===== config.mk =====
export PLATFORM = sky130hd
export DESIGN_NAME = rx_iq_serializer
export DESIGN_NICKNAME = d
export VERILOG_FILES = /design/src/rtl/rx_iq_serializer.sv
export SDC_FILE = /design/constraint.sdc
export NUM_CORES = 1
export LEC_CHECK = 0
export ABC_AREA = 1
export BUFFER_PORTS_ARGS = -buffer_cell sky130_fd_sc_hd__buf_2
export CAP_MARGIN = 5
export CORE_UTILIZATION = 48
export DETAILED_ROUTE_END_ITERATION = 12
export PLACE_DENSITY_LB_ADDON = 0.05
export SKIP_LAST_GASP = 1
export SYNTH_ARGS = -nofsm -noshare
export SYNTH_HDL_FRONTEND = slang
export SYNTH_SLANG_ARGS = --single-unit

===== constraint.sdc =====
create_clock -name clk -period 1.4 [get_ports clk]
set_input_delay 0.21 -clock clk [delete_from_list [all_inputs] [get_ports clk]]
set_output_delay 0.21 -clock clk [all_outputs]
set_load 0.05 [all_outputs]

===== src/rtl/rx_iq_serializer.sv =====
// RX IQ stream serializer: pulls samples from usiq_fifo through a one-entry prefetch buffer
// and hands them out MSB-first as OUT_W-bit words, one word per read strobe.
module rx_iq_serializer #(
    parameter int unsigned NR        = 1,
    parameter int unsigned SAMPLE_W  = 24,
    parameter int unsigned OUT_W     = 8,
    parameter int unsigned LEN_W     = 11,
    parameter int unsigned THRESH    = 256,
    parameter bit          HDR_EN    = 1'b0,
    parameter int unsigned SYNC_WORD = 32'hA5,
    parameter int unsigned IDLE_WORD = 32'h0
) (
    input  logic                clk,
    input  logic                rstb,
    input  logic [SAMPLE_W-1:0] s_tdata,
    input  logic                s_tvalid,
    output logic                s_tready,
    input  logic                s_tlast,
    input  logic [LEN_W-1:0]    fifo_level,
    input  logic                rd_strobe,
    input  logic                clr_status,
    output logic [OUT_W-1:0]    o_data,
    output logic                o_frame_start,
    output logic                o_avail,
    output logic                underrun,
    output logic                sync_err
);

    localparam int unsigned W      = SAMPLE_W / OUT_W;
    localparam int unsigned GRP    = 2 * NR;
    localparam int unsigned WIDX_W = (W > 1) ? $clog2(W) : 1;
    localparam int unsigned SIDX_W = $clog2(GRP);

    localparam logic [OUT_W-1:0]  SYNC      = OUT_W'(SYNC_WORD);
    localparam logic [OUT_W-1:0]  IDLE      = OUT_W'(IDLE_WORD);
    localparam logic [WIDX_W-1:0] WIDX_LAST = WIDX_W'(W - 1);
    localparam logic [SIDX_W-1:0] SIDX_LAST = SIDX_W'(GRP - 1);
    localparam logic [LEN_W-1:0]  THR       = LEN_W'(THRESH);

    typedef enum logic [1:0] {
        ST_EMPTY = 2'd0,
        ST_HDR   = 2'd1,
        ST_SHIFT = 2'd2
    } state_t;

    state_t state;
    state_t state_n;

    logic                pf_empty;
    logic [SAMPLE_W-1:0] pf_data;
    logic                pf_last;
    logic [SAMPLE_W-1:0] sreg;
    logic [SAMPLE_W-1:0] sreg_shl;
    logic                sreg_last;
    logic [WIDX_W-1:0]   widx;
    logic [SIDX_W-1:0]   sidx;
    logic                hdr_pend;
    logic                xfer;

    logic                at_bound;
    logic                mid_word;
    logic [SIDX_W-1:0]   sidx_adv;
    logic [SIDX_W-1:0]   sidx_eff;
    logic                hdr_eff;

    logic [OUT_W-1:0]    o_data_n;
    logic                frame_n;
    logic [SAMPLE_W-1:0] sreg_n;
    logic                sreg_last_n;
    logic [WIDX_W-1:0]   widx_n;
    logic [SIDX_W-1:0]   sidx_n;
    logic                hdr_n;
    logic                consume;
    logic                set_und;
    logic                set_serr;

    assign s_tready = pf_empty;
    assign xfer     = s_tvalid & pf_empty;
    assign sreg_shl = sreg << OUT_W;

    // Group position as seen by this strobe: a sample boundary advances sidx before loading.
    always_comb begin
        at_bound = (state == ST_SHIFT) && (widx == WIDX_LAST);
        mid_word = (state == ST_SHIFT) && !at_bound;
        sidx_adv = (sreg_last || (sidx == SIDX_LAST)) ? '0 : sidx + SIDX_W'(1);
        sidx_eff = at_bound ? sidx_adv : sidx;
        hdr_eff  = at_bound ? (HDR_EN && (sidx_adv == '0)) : hdr_pend;
    end

    always_ff @(posedge clk) begin
        if (!rstb) begin
            state <= ST_EMPTY;
        end else begin
            state <= state_n;
        end
    end

    always_comb begin
        state_n = state;
        if (rd_strobe && !mid_word) begin
            if (hdr_eff) begin
                state_n = ST_HDR;
            end else if (!pf_empty) begin
                state_n = ST_SHIFT;
            end else if (state == ST_HDR) begin
                state_n = ST_HDR;
            end else begin
                state_n = ST_EMPTY;
            end
        end
    end

    always_comb begin
        o_data_n    = o_data;
        frame_n     = o_frame_start;
        sreg_n      = sreg;
        sreg_last_n = sreg_last;
        widx_n      = widx;
        sidx_n      = sidx;
        hdr_n       = hdr_pend;
        consume     = 1'b0;
        set_und     = 1'b0;
        set_serr    = 1'b0;
        if (rd_strobe) begin
            if (mid_word) begin
                widx_n   = widx + WIDX_W'(1);
                sreg_n   = sreg_shl;
                o_data_n = sreg_shl[SAMPLE_W-1 -: OUT_W];
                frame_n  = 1'b0;
            end else begin
                sidx_n = sidx_eff;
                if (hdr_eff) begin
                    o_data_n = SYNC;
                    frame_n  = 1'b1;
                    hdr_n    = 1'b0;
                end else if (!pf_empty) begin
                    sreg_n      = pf_data;
                    sreg_last_n = pf_last;
                    o_data_n    = pf_data[SAMPLE_W-1 -: OUT_W];
                    widx_n      = '0;
                    consume     = 1'b1;
                    frame_n     = (state != ST_HDR) && (sidx_eff == '0);
                    set_serr    = (sidx_eff == SIDX_LAST) != pf_last;
                end else begin
                    // Position is held so the next strobe retries the same boundary.
                    o_data_n = IDLE;
                    frame_n  = 1'b0;
                    set_und  = 1'b1;
                end
            end
        end
    end

    always_ff @(posedge clk) begin
        if (!rstb) begin
            pf_empty      <= 1'b1;
            pf_data       <= '0;
            pf_last       <= 1'b0;
            sreg          <= '0;
            sreg_last     <= 1'b0;
            widx          <= '0;
            sidx          <= '0;
            hdr_pend      <= HDR_EN;
            o_data        <= IDLE;
            o_frame_start <= 1'b0;
            o_avail       <= 1'b0;
            underrun      <= 1'b0;
            sync_err      <= 1'b0;
        end else begin
            if (xfer) begin
                pf_data <= s_tdata;
                pf_last <= s_tlast;
            end
            pf_empty      <= xfer ? 1'b0 : (consume ? 1'b1 : pf_empty);
            sreg          <= sreg_n;
            sreg_last     <= sreg_last_n;
            widx          <= widx_n;
            sidx          <= sidx_n;
            hdr_pend      <= hdr_n;
            o_data        <= o_data_n;
            o_frame_start <= frame_n;
            o_avail       <= fifo_level > THR;
            // A new event outranks a coincident clear.
            underrun      <= set_und | (underrun & ~clr_status);
            sync_err      <= set_serr | (sync_err & ~clr_status);
        end
    end

endmodule

==> results.tsv, run 1 <==
metric	value	unit
syn_inst	341	
max-slew-margin-rel	0.712	
power.leakage	1.51	nW
yosys_warnings	0	
vias_per_cell	4.83	
root_buffer	clkbuf_8	
cts.clk_slew.worst_paths	0.07	ns
whs_path_depth	3	
post_drt_wl_per_cell	11.5	um
synth-seq-cells	60	
die_area	5400	um^2
grt_start_max_net_pins	27	
die_w	73.5	um
grt_pass1_wl	8780	um
setup_viol	0	
cts_buffer_depth	2	
antenna_cells	0	
routed_wl	5500	um
htree_num_levels	3	
fp.dieH	73.5	um
crit_fanout	17	
min_period_over_period	0.992	
grt_pass1_vias	2074	
cts_tree	done	
cp-start-kind	flip-flop	
min_path_type	primary input to flip-flop	
vias	2303	
outcome	finished clean	
final_layout_size_suffix_gt1_frac	0.280	
core_area	4820	um^2
report.final.slew_viol_count	0	
track_usage	0.219	
cellPowerDensity	1220	nW/um^2
port_buffers	53	
rsz0062_at_grt	true	
layout_commonest_cell	nand2_1	
syn_area_per_cell	7.20	um^2
worst_setup_path_end_kind	flip-flop	
reg2regPathDepth	8	
period_needed	1.39	ns
worstPathArrival	1.59	ns
antenna_found_initial	0	
ios	54	
max-vdd-ir-drop	0.649	mV
max_freq	0.720	GHz
rows	25	
maxCapViolations	0	
final_util	0.642	
cts_buffers	9	
synthesis.area	2450	um^2
ctsHoldBuffers	0	
worstMarginPinSlew	0.431	ns
fin_hold_ws	0.114	ns
crit_type	flip-flop to flip-flop	
firstDrtPassIters	4	
cts.sinks	60	
gp_congestion	0.879	
synth_seq_area_share	0.490	
ant_nets	0	
nets	447	
cp_data_required_time	1.61	ns
grt_overflow	0	
mostFrequentLayoutCells	76 x nand2_1, 64 x nor2_1, 57 x dfxtp_1, 53 x buf_2, 36 x o21ai_0	
clock_latency	0.34	ns
area.growth.synth_to_final	26.0	%
start_util	0.509	
dp_hpwl	3670	um
fin_worst_skew	0.00906	ns
hold_viol	0	
dr.first_iter.drc_count	72	
ys_types	21	
synthesis.nets	383	
drc_errors	0	
## state kept, by name, summed over array words and instances, names as in the netlist
name,flops
pf_data,24
sreg,16
o_data,8
state,2
widx,2
o_avail,1
o_frame_start,1
pf_last,1
s_tready,1
sidx,1
sreg_last,1
sync_err,1
underrun,1
## logic make-up (layout without fill, tap and decap cells)
logic type,count (synthesis),after routing,synth area share
fa+ha+maj,1,1,0.00510
compound gates,57,57,0.124
simple gates,180,181,0.306
flops,60,60,0.490
buf+inv,43,111,0.0750
## synth_stat cells (all sizes together)
cell type	n	share of area
a211oi	1	0.0031
a21oi	16	0.037
buf	5	0.016
clkbuf	9	0.014
clkinv	1	0.0015
dfxtp	60	0.49
ha	1	0.0051
inv	28	0.044
nand2	84	0.13
nand3	22	0.050
nor2	74	0.13
o211ai	2	0.0061
o21ai	38	0.078
## worst max-delay path, cell delays in order (launching register included)
cell and delay, ns:
dfxtp_2 0.34, inv_2 0.05, ha_4 0.16, inv_2 0.06, nand3_4 0.13, a21oi_4 0.25
inv_6 0.12, nand2_1 0.08, a21oi_1 0.07
## what timing repair did
| action | CTS | global route |
|---|---|---|
| gates cloned | 0 | 2 |
| hold endpoints to repair | 0 | 0 |
| gates resized for setup | 1 | 27 |
| pin swaps | 0 | 9 |
| setup endpoints to repair | 9 | 31 |
| buffers inserted | 0 | 1 |
## worst paths after layout
check                    from     endpoint  slack, ns
setup reg to reg      widx[0]      widx[1]       0.01
hold / removal    s_tdata[17]  pf_data[17]       0.11
setup / recovery      widx[0]      widx[1]       0.01
hold reg to reg       widx[0]      widx[0]       0.44
## metal layers
| layer | track usage | routed length (um) | vias up |
|---|---|---|---|
| li1 | - | - | 1201 |
| met1 | 0.256 | 2550 | 1034 |
| met2 | 0.356 | 2580 | 58 |
| met3 | 0.0590 | 267 | 10 |
| met4 | 0.132 | 102 | 0 |
| met5 | 0 | 0 | - |
## area by class of cell
| class | instances | area, um^2 |
|---|---|---|
| fillers | 497 | 1730 |
| flip-flops and latches | 60 | 1200 |
| multi-input cells | 239 | 1140 |
| repair buffers | 66 | 383 |
| clock buffers | 14 | 153 |
| inverters | 29 | 119 |
| well taps | 67 | 83.8 |
| clock inverters | 2 | 10.0 |
## stage by stage
stage	worst slack, ns	TNS (ns)	power [mW]	cell area, um^2	cells
floorplan	0.00106	0	2.28	2460	341
global placement	-0.00577	-0.00577	2.45	2830	458
detailed placement	-0.0394	-0.0504	2.45	2830	458
CTS	0.00820	0	3.77	2990	474
global route	-0.0652	-1.09	3.95	3090	477
finish	0.0111	0	3.77	3090	477
## power by group
group | switching (mW) | internal (mW) | total [mW]
Combinational | 0.344 | 0.209 | 0.553
Clock | 0.635 | 0.687 | 1.32
Sequential | 0.0720 | 1.82 | 1.90
No activity file was read; power rests on OpenSTA's default activity.
==> run 2, diff against run 1 <==
Settings changed: CORE_UTILIZATION 48 to 41, SKIP_LAST_GASP 1 to unset.
==> results.tsv, run 2 (synthesis results as in run 1) <==
metric	value	unit
outcome	finished clean	
core_area	5640	um^2
grt_start_max_net_pins	19	
track_usage	0.198	
maxCapViolations	0	
firstDrtPassIters	4	
rows	27	
max-vdd-ir-drop	0.727	mV
reg2regPathDepth	10	
hold_viol	0	
vias_per_cell	4.73	
ctsHoldBuffers	0	
cellPowerDensity	1290	nW/um^2
start_util	0.435	
wl_met1	2570	um
final_layout_size_suffix_gt1_frac	0.252	
vias	2290	
min_period_over_period	0.976	
crit_start	widx[0]	
crit-reg2reg-launch	widx[0]	
crit_type	flip-flop to flip-flop	
report.final.slew_viol_count	0	
dr.max_layer_used	met4	
ios	54	
fin_worst_skew	0.00526	ns
gp_congestion	0.774	
clock_latency	0.33	ns
cts_buffer_depth	2	
slowest_delay	0.34	ns
mostFrequentLayoutCells	83 x nand2_1, 64 x nor2_1, 57 x dfxtp_1, 53 x buf_2, 38 x o21ai_0	
grt_pass1_wl	9470	um
fp.dieH	79.4	um
worst_setup_path_end_kind	flip-flop	
crit_fanout	7	
reg_top3	pf_data: 24 flops, sreg: 16 flops, o_data: 8 flops	
die_area	6300	um^2
largest_reg_flops	24	
rsz0062_at_grt	true	
dr_wl_met3	223	um
die_w	79.4	um
layout_commonest_cell	nand2_1	
root_buffer	clkbuf_8	
period_needed	1.37	ns
htree_num_levels	3	
worstPathArrival	1.65	ns
grt_overflow	0	
routed_wl	5750	um
route.met2.wl	2870	um
dp_hpwl	4060	um
final.setup.tns	0	ns
max-slew-margin-rel	0.804	
min_path_type	primary input to flip-flop	
drc_errors	0	
regMostFlops	pf_data	
p_total	3.98	mW
antenna_cells	0	
setup_viol	0	
cts_buffers	9	
cp-start-kind	flip-flop	
grt_pass1_vias	2196	
dr.first_iter.drc_count	90	
power.leakage	1.51	nW
post_drt_wl_per_cell	11.9	um
cts.sinks	60	
crit_path_top_delay_cell	dfxtp_2	
cts.clk_slew.worst_paths	0.06	ns
port_buffers	53	
cp_data_required_time	1.68	ns
worstMarginPinSlew	0.294	ns
whs_path_depth	3	
area.growth.synth_to_final	25.8	%
ant_nets	0	
worstHoldStart	s_tdata[2]	
nets	449	
crit_path_cell_trace	inv_2, ha_4, inv_2, nand3_4, buf_6, nor2_4, nand2_1, nand3_1, nand2_1, inv_1	
max_freq	0.732	GHz
cts_tree	done	
antenna_found_initial	0	
-- run 2: cell types whose count changed in the layout (fill, tap and decap cells not counted), moves of 2 or more --
cell      before  now
nand2_1       76   83
nand2_2        8    1
buf_4         10   13
nand3_1       18   21
nand3_2        3    0
clkinv_2       3    1
inv_1         21   23
o21ai_0       36   38
-- run 2: layer usage --
metal / up-vias / global-route usage
li1: 1207 / -
met2: 49 / 0.358
met5: - / 0
met3: 8 / 0.0724
met1: 1026 / 0.211
met4: 0 / 0.0673
-- run 2: timing repair --
action / in CTS / in global routing
buffers inserted: 0 / 1
pin swaps: 2 / 7
gates resized for setup: 4 / 6
cloned: 1 / 0
setup endpoints to repair: 16 / 20
-- run 2: stage by stage --
stage,utilization,cell area [um^2],instances,hold slack (ns),setup WS [ns]
final,0.547,3090,484,0.124,0.0338
after global routing,0.547,3090,484,0.119,-0.0629
after CTS,0.542,3060,483,0.113,0.00725
after detailed placement,0.504,2850,466,0.438,-0.0537
after global placement,0.504,2850,466,0.431,0.0211
after floorplan,-,2460,341,0.368,0.00106
-- run 2: final timing paths --
path | slack (ns) | end
worst min-delay path | 0.12 | pf_data[2]
worst min register to register | 0.45 | widx[0]
worst max-delay path | 0.03 | o_data[4]
worst max register to register | 0.03 | o_data[4]
-- run 2: final cells by class --
| type | count | area, um^2 |
|---|---|---|
| clock buffer | 15 | 166 |
| sequential | 60 | 1200 |
| clock inverter | 1 | 30.0 |
| fill | 589 | 2550 |
| tap | 72 | 90.1 |
| multi-input combinational | 239 | 1100 |
| inverter | 29 | 113 |
| timing repair buffer | 68 | 385 |
-- run 2: critical path, delay by kind of cell, from the launching register on --
kind          cells  cell delay [ns]
simple gates      5             0.50
flops             1             0.34
buf+inv           4             0.32
fa+ha+maj         1             0.15
-- run 2: power breakdown --
part           switching, mW  internal [mW]  leakage [nW]
combinational          0.342          0.200         0.920
clock                  0.621          0.923        0.0979
sequential            0.0667           1.82         0.493
